$ cat config.mk
export PLATFORM = sky130hd
export DESIGN_NAME = debug_latch_reader
export DESIGN_NICKNAME = d
export VERILOG_FILES = /design/src/rtl/debug_latch_reader.sv
export SDC_FILE = /design/constraint.sdc
export NUM_CORES = 1
export LEC_CHECK = 0
export CORE_ASPECT_RATIO = 1.5
export CORE_MARGIN = 2
export CORE_UTILIZATION = 55
export DETAILED_ROUTE_END_ITERATION = 10
export GPL_TIMING_DRIVEN = 0
export PLACE_DENSITY = 0.86
export RECOVER_POWER = 25
export SYNTH_ARGS = -nofsm -noshare
export SYNTH_HDL_FRONTEND = slang
export SYNTH_SLANG_ARGS = --single-unit
$ cat constraint.sdc
create_clock -name clk -period 15 [get_ports clk]
set_input_delay 2.25 -clock clk [delete_from_list [all_inputs] [get_ports clk]]
set_output_delay 2.25 -clock clk [all_outputs]
set_load 0.02 [all_outputs]
$ cat src/rtl/debug_latch_reader.sv
// Snapshots the pipeline latch words on a start request and streams them out byte by byte
// over a valid/ready handshake. Define DEBUG_READER_CKSUM_EN to append an XOR checksum byte.
module debug_latch_reader #(
    parameter int LATCH_W     = 64,
    parameter int NUM_LATCHES = 4
) (
    input  logic                           clk,
    input  logic                           reset,
    input  logic                           start,
    input  logic [NUM_LATCHES*LATCH_W-1:0] latch_bus,
    input  logic                           tx_ready,
    output logic                           tx_valid,
    output logic [7:0]                     tx_data,
    output logic                           busy,
    output logic                           done
);

    localparam int BUS_W = NUM_LATCHES * LATCH_W;
    localparam int BYTES = BUS_W / 8;
    localparam int IDX_W = $clog2(BYTES + 1);
    localparam logic [IDX_W-1:0] LAST_IDX = IDX_W'(BYTES - 1);

`ifdef DEBUG_READER_CKSUM_EN
    typedef enum logic [1:0] {IDLE, SEND, CKSUM, DONE} state_t;
`else
    typedef enum logic [1:0] {IDLE, SEND, DONE} state_t;
`endif

    state_t             state;
    state_t             state_nxt;
    logic [IDX_W-1:0]   idx;
    logic [BUS_W-1:0]   snapshot;
    logic [7:0]         cur_byte;
    logic               accept;
    logic               send_xfer;
`ifdef DEBUG_READER_CKSUM_EN
    logic [7:0]         cksum;
`endif

    // Byte k of the snapshot lives at bits [8k+7:8k]; latch 0 goes out first.
    assign cur_byte  = 8'(snapshot >> {idx, 3'b000});
    assign accept    = (state == IDLE) && start;
    assign send_xfer = (state == SEND) && tx_ready;

    always_ff @(posedge clk or posedge reset) begin
        if (reset) begin
            state <= IDLE;
        end else begin
            state <= state_nxt;
        end
    end

    always_comb begin
        state_nxt = state;
        tx_valid  = 1'b0;
        tx_data   = 8'h00;
        busy      = 1'b1;
        done      = 1'b0;
        case (state)
            IDLE: begin
                busy = 1'b0;
                if (start) state_nxt = SEND;
            end
            SEND: begin
                tx_valid = 1'b1;
                tx_data  = cur_byte;
                if (tx_ready && (idx == LAST_IDX)) begin
`ifdef DEBUG_READER_CKSUM_EN
                    state_nxt = CKSUM;
`else
                    state_nxt = DONE;
`endif
                end
            end
`ifdef DEBUG_READER_CKSUM_EN
            CKSUM: begin
                tx_valid = 1'b1;
                tx_data  = cksum;
                if (tx_ready) state_nxt = DONE;
            end
`endif
            DONE: begin
                done      = 1'b1;
                state_nxt = IDLE;
            end
            default: state_nxt = IDLE;
        endcase
    end

    // The snapshot is frozen for the whole dump; the index ends at BYTES and never wraps.
    always_ff @(posedge clk or posedge reset) begin
        if (reset) begin
            snapshot <= '0;
            idx      <= '0;
        end else if (accept) begin
            snapshot <= latch_bus;
            idx      <= '0;
        end else if (send_xfer) begin
            idx      <= idx + 1'b1;
        end
    end

`ifdef DEBUG_READER_CKSUM_EN
    always_ff @(posedge clk or posedge reset) begin
        if (reset) begin
            cksum <= 8'h00;
        end else if (accept) begin
            cksum <= 8'h00;
        end else if (send_xfer) begin
            cksum <= cksum ^ cur_byte;
        end
    end
`endif

endmodule

==> results.md, run 1 <==
- Minimum clock period: 8820 ps
- CTS root buffer: clkbuf_16
- Die width: approximately 120 µm
- Hold Buf Count CTS: 0
- Final setup violation count: 0
- All-layer global routing usage: 28.1%
- Status: finished, violations left
- Max incr delay on CP: 3490 ps
- Design area: approximately 16000 µm²
- Util after Layout: 74.3%
- Layout area overhead: 33.5%
- # rows: 66
- Worst path slowest cell: clkbuf_1
- RSZ-0062 raised after global routing: false
- HP Class: flip-flop to flip-flop
- Post-synth top area cell: dfrtp_1
- Postcts setup bufs: 0
- Post-Synth XOR/XNOR Area: 0.367%
- Yosys reg bits: 264
- Pin count of the biggest net entering global routing: 99
- WP buf/inv: 3
- Routability Congestion: 0.823
- CTS tree: done
- Initial antenna violation count: 8
- Compound-Gate Fraction of Synth Area: ~3.6%
- Number of global-route vias before repair: 8785
- Leak Pwr: just under 0.007 µW
- Final TNS setup: 0 ps
- Clk_lat worst skew: between 500 and 600 ps
- Violated checks: max-capacitance violations, max-slew violations
- Post-synthesis mux area share: 36.2%
- Post-Synth Adder-Cell Area: 0.105%
- Maximum clock path buffer count: 3
- WL final: 32000 µm
- Kind of critical path: input pin to async pin
- HPWL after DPL: 24000 µm
- Startpoint types: input pin
- Req. time, crit path: 14480 ps
- Starting Density: between 50% and 60%
- Max H-tree Level: 1
- Slew Limit Fails: 169
- Register area share after synthesis: 55.3%
- Unique masters post-synth: 39
- TritonCTS Buffers: 26
- Yosys synthesis warning count: 0
- CP Cell Sequence: dlygate4sd3_1 > clkinvlp_2 > clkbuf_1
- Async set-or-reset flop fraction in the synthesized netlist: 100%
- Worst-Margin Slew: 4830 ps
- Cells after Synth: 753
- Leading cell type by number of instances after synthesis: dfrtp_1
- Post-route clock period utilization: 58.8%
- Ranking of synthesized cells by area: dfrtp_1, mux2_1, mux4_2, mux2i_1, buf_4
- Maxcap violations: 2
- Worst vdd ir: 0.124 mV
- Fill cells: approximately 1400
- Fin nets: 1314
- Crit-path max FO: 91
- WL per Instance: 23.7 µm
- Relative slew slack: -222%
- Worst Clk Skew: 29.3 ps
- Routed vias: 7812
- Main synth FF type: dfrtp_1
- Die Footprint: 22900 µm²
- Vias/cell: approximately 5.8
- Syn Area/Cell: 15.9 µm²
- Placed standard-cell area: 15100 µm²
- Clock Sinks: 264
- I/O pins: 271
- Synth top area share: between 50% and 60%
- Synthesized cell area: 11900 µm²
- Core footprint: 21500 µm²
- Post-route DRC: 0
- Power Density: slightly above 200 nW/µm²
- Port Buffers: 270
- CP arrival: 8300 ps
- Main combinational cell family by area after synthesis: multiplexers
- Simple-gate share of the synthesized area: 1.28%
- Drt first-iter violations: 351
- Post-CTS sizing: 0
- Critical Path End Type: async pin
- Die height: around 180 µm
- Syn_nets: just over 1000
- Share of layout cells above drive strength 1: 13.1%
- Number of enable flip-flop cells after synthesis: 0
- Clock transition at path regs: 60 ps
- CP delay by family, top: buffers and inverters
- Synth cell count leaders: dfrtp_1, mux2_1, mux4_2
- Initial DRT Pass Iterations: 4
- Worst hold slack: slightly below 500 ps
- First-pass GRT wire length: 49300 µm
- ANT nets after route: 0
- Fmax: 113 MHz
- Endpoints failing hold: 0
- Total congestion overflow: 0
worst paths after layout:
path / slack (ps) / from / to / cells after the start
hold reg to reg: 480 / snapshot[187] / snapshot[187] / 1
max in group clk: 9070 / idx[1] / tx_data[5] / 6
setup / recovery: 6180 / reset / snapshot[103] / 3
min in group asynchronous: 3140 / reset / snapshot[192] / 2
setup reg to reg: 12740 / state[1] / snapshot[108] / 6
hold / removal: 480 / snapshot[187] / snapshot[187] / 1
final cells by class:
type	instances	area [µm²]	area share, %
diodes	8	20.0	0.126
plain buffers	54	354	2.22
clock buffers	35	724	4.54
clock inverters	12	181	1.14
inverters	5	20.0	0.126
multi-input cells	430	4970	31.1
flip-flops and latches	264	6610	41.4
well taps	272	340	2.13
repair buffers	272	2730	17.1
through the flow:
step / std cells / total power (µW) / worst slack [ps]
finish: 1352 / 3290 / 6180
global route: 1351 / 3460 / 4810
CTS: 1344 / 3310 / 9060
detailed placement: 1297 / 2610 / 9640
global placement: 1295 / 2540 / 2380
floorplan: 753 / 2130 / 5480
cells by family (layout without fill, tap and decap cells):
logic type	count (synthesis)	in the layout
compound gates	54	54
xor+xnor	5	5
fa+ha+maj	1	1
buf+inv	59	378
flops	264	264
mux	340	340
other cells	0	8
simple gates	30	30
state kept, by name (all words and copies together), names as in the netlist:
signal / count
snapshot: 256
idx: 6
state: 2
power breakdown:
part | switching (µW) | internal [µW] | total (µW) | leakage, µW
Sequential | 184 | 1070 | 1260 | 0.00317
Combinational | 626 | 717 | 1340 | 0.00312
Clock | 281 | 409 | 689 | 0.000443
routing by layer:
metal	vias to the layer above	routed length [µm]	global-route usage, %
met1	4030	12000	33.5
li1	3431	-	-
met5	-	0	0
met4	0	1640	13.7
met2	258	16900	50.1
met3	93	1510	4.01
cell usage in the layout, fill, tap and decap left out, types with 2 or more instances in the layout:
master | synthesis | routed
buf_6 | 7 | 7
a2111oi_2 | 3 | 3
mux2_1 | 256 | 256
buf_2 | 16 | 16
mux4_2 | 47 | 47
nand3_1 | 2 | 2
bufinv_16 | 0 | 4
clkdlybuf4s50_1 | 0 | 268
inv_2 | 3 | 3
clkbuf_16 | 0 | 26
a21oi_1 | 7 | 7
clkbuf_1 | 10 | 16
a211oi_1 | 7 | 7
nor2b_1 | 2 | 2
a2111oi_1 | 4 | 4
a22oi_1 | 7 | 7
xnor2_1 | 4 | 4
buf_4 | 18 | 18
buf_1 | 2 | 2
clkinv_4 | 0 | 2
clkbuf_8 | 0 | 4
a22o_1 | 7 | 7
diode_2 | 0 | 8
clkinv_2 | 0 | 4
mux2i_1 | 36 | 36
dlygate4sd3_1 | 0 | 2
dfrtp_1 | 264 | 264
nand2_1 | 4 | 4
nor2_1 | 9 | 9
o221ai_1 | 7 | 7
o22ai_1 | 9 | 9
nand2b_1 | 2 | 2
nand3b_1 | 2 | 2
nor3_1 | 4 | 4
No activity file was read; power rests on OpenSTA's default activity.
==> inputs of run 2 (changes only) <==
- CORE_UTILIZATION: 55 -> 51
- PLACE_DENSITY: 0.86 -> 0.81
- clock period: 15 -> 8.3 ns (I/O delays scaled with it)
==> results.md, run 2 (synthesis results as in run 1) <==
- Status: finished, violations left
- Violated checks: max-capacitance violations, max-slew violations
- Commonest non-fill, non-tap cell in the layout: clkdlybuf4s50_1
- Fill cells: 1631
- Leak Pwr: approximately 0.0067 µW
- RSZ-0062 raised after global routing: false
- WL per Instance: 22.9 µm
- Initial antenna violation count: 6
- Biggest register: snapshot
- Switching Fraction: roughly 33%
- Clock transition at path regs: 60 ps
- Top library cells by usage in the layout, fill and taps aside: clkdlybuf4s50_1, dfrtp_1, mux2_1
- Post-route DRC: 0
- Worst vdd ir: 0.212 mV
- Max H-tree Level: 1
- Footprint of the multi-input gates: 4970 µm²
- Post-route clock period utilization: 60.1%
- Critical Path End Type: output port
- Kind of critical path: flip-flop to output port
- Die Footprint: around 25000 µm²
- Internal power: 3940 µW
- Layout area overhead: 34.2%
- Fin nets: 1319
- Final setup violation count: 0
- Minimum clock period: 4990 ps
- Design area: 16000 µm²
- Post-CTS sizing: 0
- Power share of the clock group: 20.4%
- First-pass GRT wire length: 48800 µm
- Initial DRT Pass Iterations: 4
- HPWL after DPL: about 25000 µm
- Largest regs: snapshot x256, idx x6, state x2
- Startpoint types: flip-flop
- Core footprint: 23100 µm²
- Placed standard-cell area: 15200 µm²
- Slew Limit Fails: 134
- Storage element area: 6610 µm²
- Logic pwr share: between 40% and 50%
- Psw: 1960 µW
- Fmax: 200 MHz
- Worst hold slack: 479 ps
- All-layer global routing usage: about a quarter
- Number of global-route vias before repair: 8633
- Postcts setup bufs: 0
- Starting Density: 51.8%
- Sequential fraction of design power: about two fifths
- Crit-path max FO: 10
- Routed vias: ~8000
- Maximum clock path buffer count: 3
- Clock Sinks: approximately 260
- Drt first-iter violations: 275
- Pin count of the biggest net entering global routing: 43
- Port Buffers: 270
- CTS tree: done
- Max FFs per register: 256
- CTS root buffer: clkbuf_16
- CP arrival: 3740 ps
- Worst Clk Skew: 6.31 ps
- Die height: 191 µm
- Worst-Margin Slew: just over 2000 ps
- Power Density: 368 nW/µm²
- TritonCTS Buffers: 26
- Util after Layout: between 60 and 70%
- Cell count after placement: 1345
- I/O pins: 271
- Clk_lat worst skew: around 520 ps
- ANT nets after route: 0
- Vias/cell: around 5.5
- Routability Congestion: roughly 0.82
- WL final: around 32000 µm
- HP Class: flip-flop to flip-flop
- # rows: 68
- Share of layout cells above drive strength 1: 13.5%
- Final TNS setup: 0 ps
- Maxcap violations: 4
- Endpoints failing hold: 0
- Total congestion overflow: 0
- Die width: 129 µm
- Relative slew slack: -36.1%
- Final std cells w/o fill: 1401
- Req. time, crit path: between 7000 and 8000 ps
- Hold Buf Count CTS: 0
run 2: changes by cell type in the layout (fill, tap and decap cells not counted), moves of 2 or more:
| cell | before | now |
|---|---|---|
| buf_12 | 0 | 3 |
| bufinv_16 | 4 | 2 |
| clkinv_2 | 4 | 6 |
| clkinv_4 | 2 | 0 |
| clkinvlp_4 | 1 | 5 |
run 2: through the flow:
stage | setup WS [ps] | power (µW)
after CTS | 3220 | 5950
after floorplan | 3570 | 3850
after global routing | 3260 | 6220
final | 3310 | 5900
after global placement | 1630 | 4610
after detailed placement | 3790 | 4720
run 2: worst paths after layout:
check                             start            end  slack (ps)  cells past startpoint
min                        snapshot[31]   snapshot[31]         480                      1
max in group asynchronous         reset   snapshot[57]        4670                      5
min in group asynchronous         reset  snapshot[234]        1270                      2
max reg2reg                    state[0]  snapshot[105]        5960                      6
min reg2reg                snapshot[31]   snapshot[31]         480                      1
max                              idx[1]     tx_data[6]        3310                      6
run 2: critical path: stages, from the launching register on:
cell	delay (ps)
dfrtp_1	350
clkbuf_1	270
clkbuf_1	600
mux4_2	410
a2111oi_1	850
a211oi_1	110
clkdlybuf4s50_1	620
run 2: power by group through the flow:
stage               clock [µW]  combinational, µW  sequential (µW)
global route              1280               2610             2330
CTS                       1230               2470             2250
global placement             0               2380             2230
finish                    1210               2430             2260
floorplan                    0               1700             2150
detailed placement           0               2450             2270
run 2: cell type report:
| type | instances | share of cell area (%) |
|---|---|---|
| clock inverter | 14 | 0.851 |
| buffer | 54 | 2.21 |
| inverter | 5 | 0.125 |
| antenna | 8 | 0.125 |
| timing repair buffer | 277 | 17.3 |
| tap | 315 | 2.46 |
| sequential | 264 | 41.2 |
| multi-input combinational | 430 | 31.0 |
| clock buffer | 34 | 4.69 |
run 2: routing by layer:
layer	vias to the layer above	track usage, %	part of all wire [%]
li1	3440	-	-
met1	4010	32.1	38
met2	253	45.7	53
met3	69	3.97	4.7
met4	0	13.0	4.5
met5	-	0	0
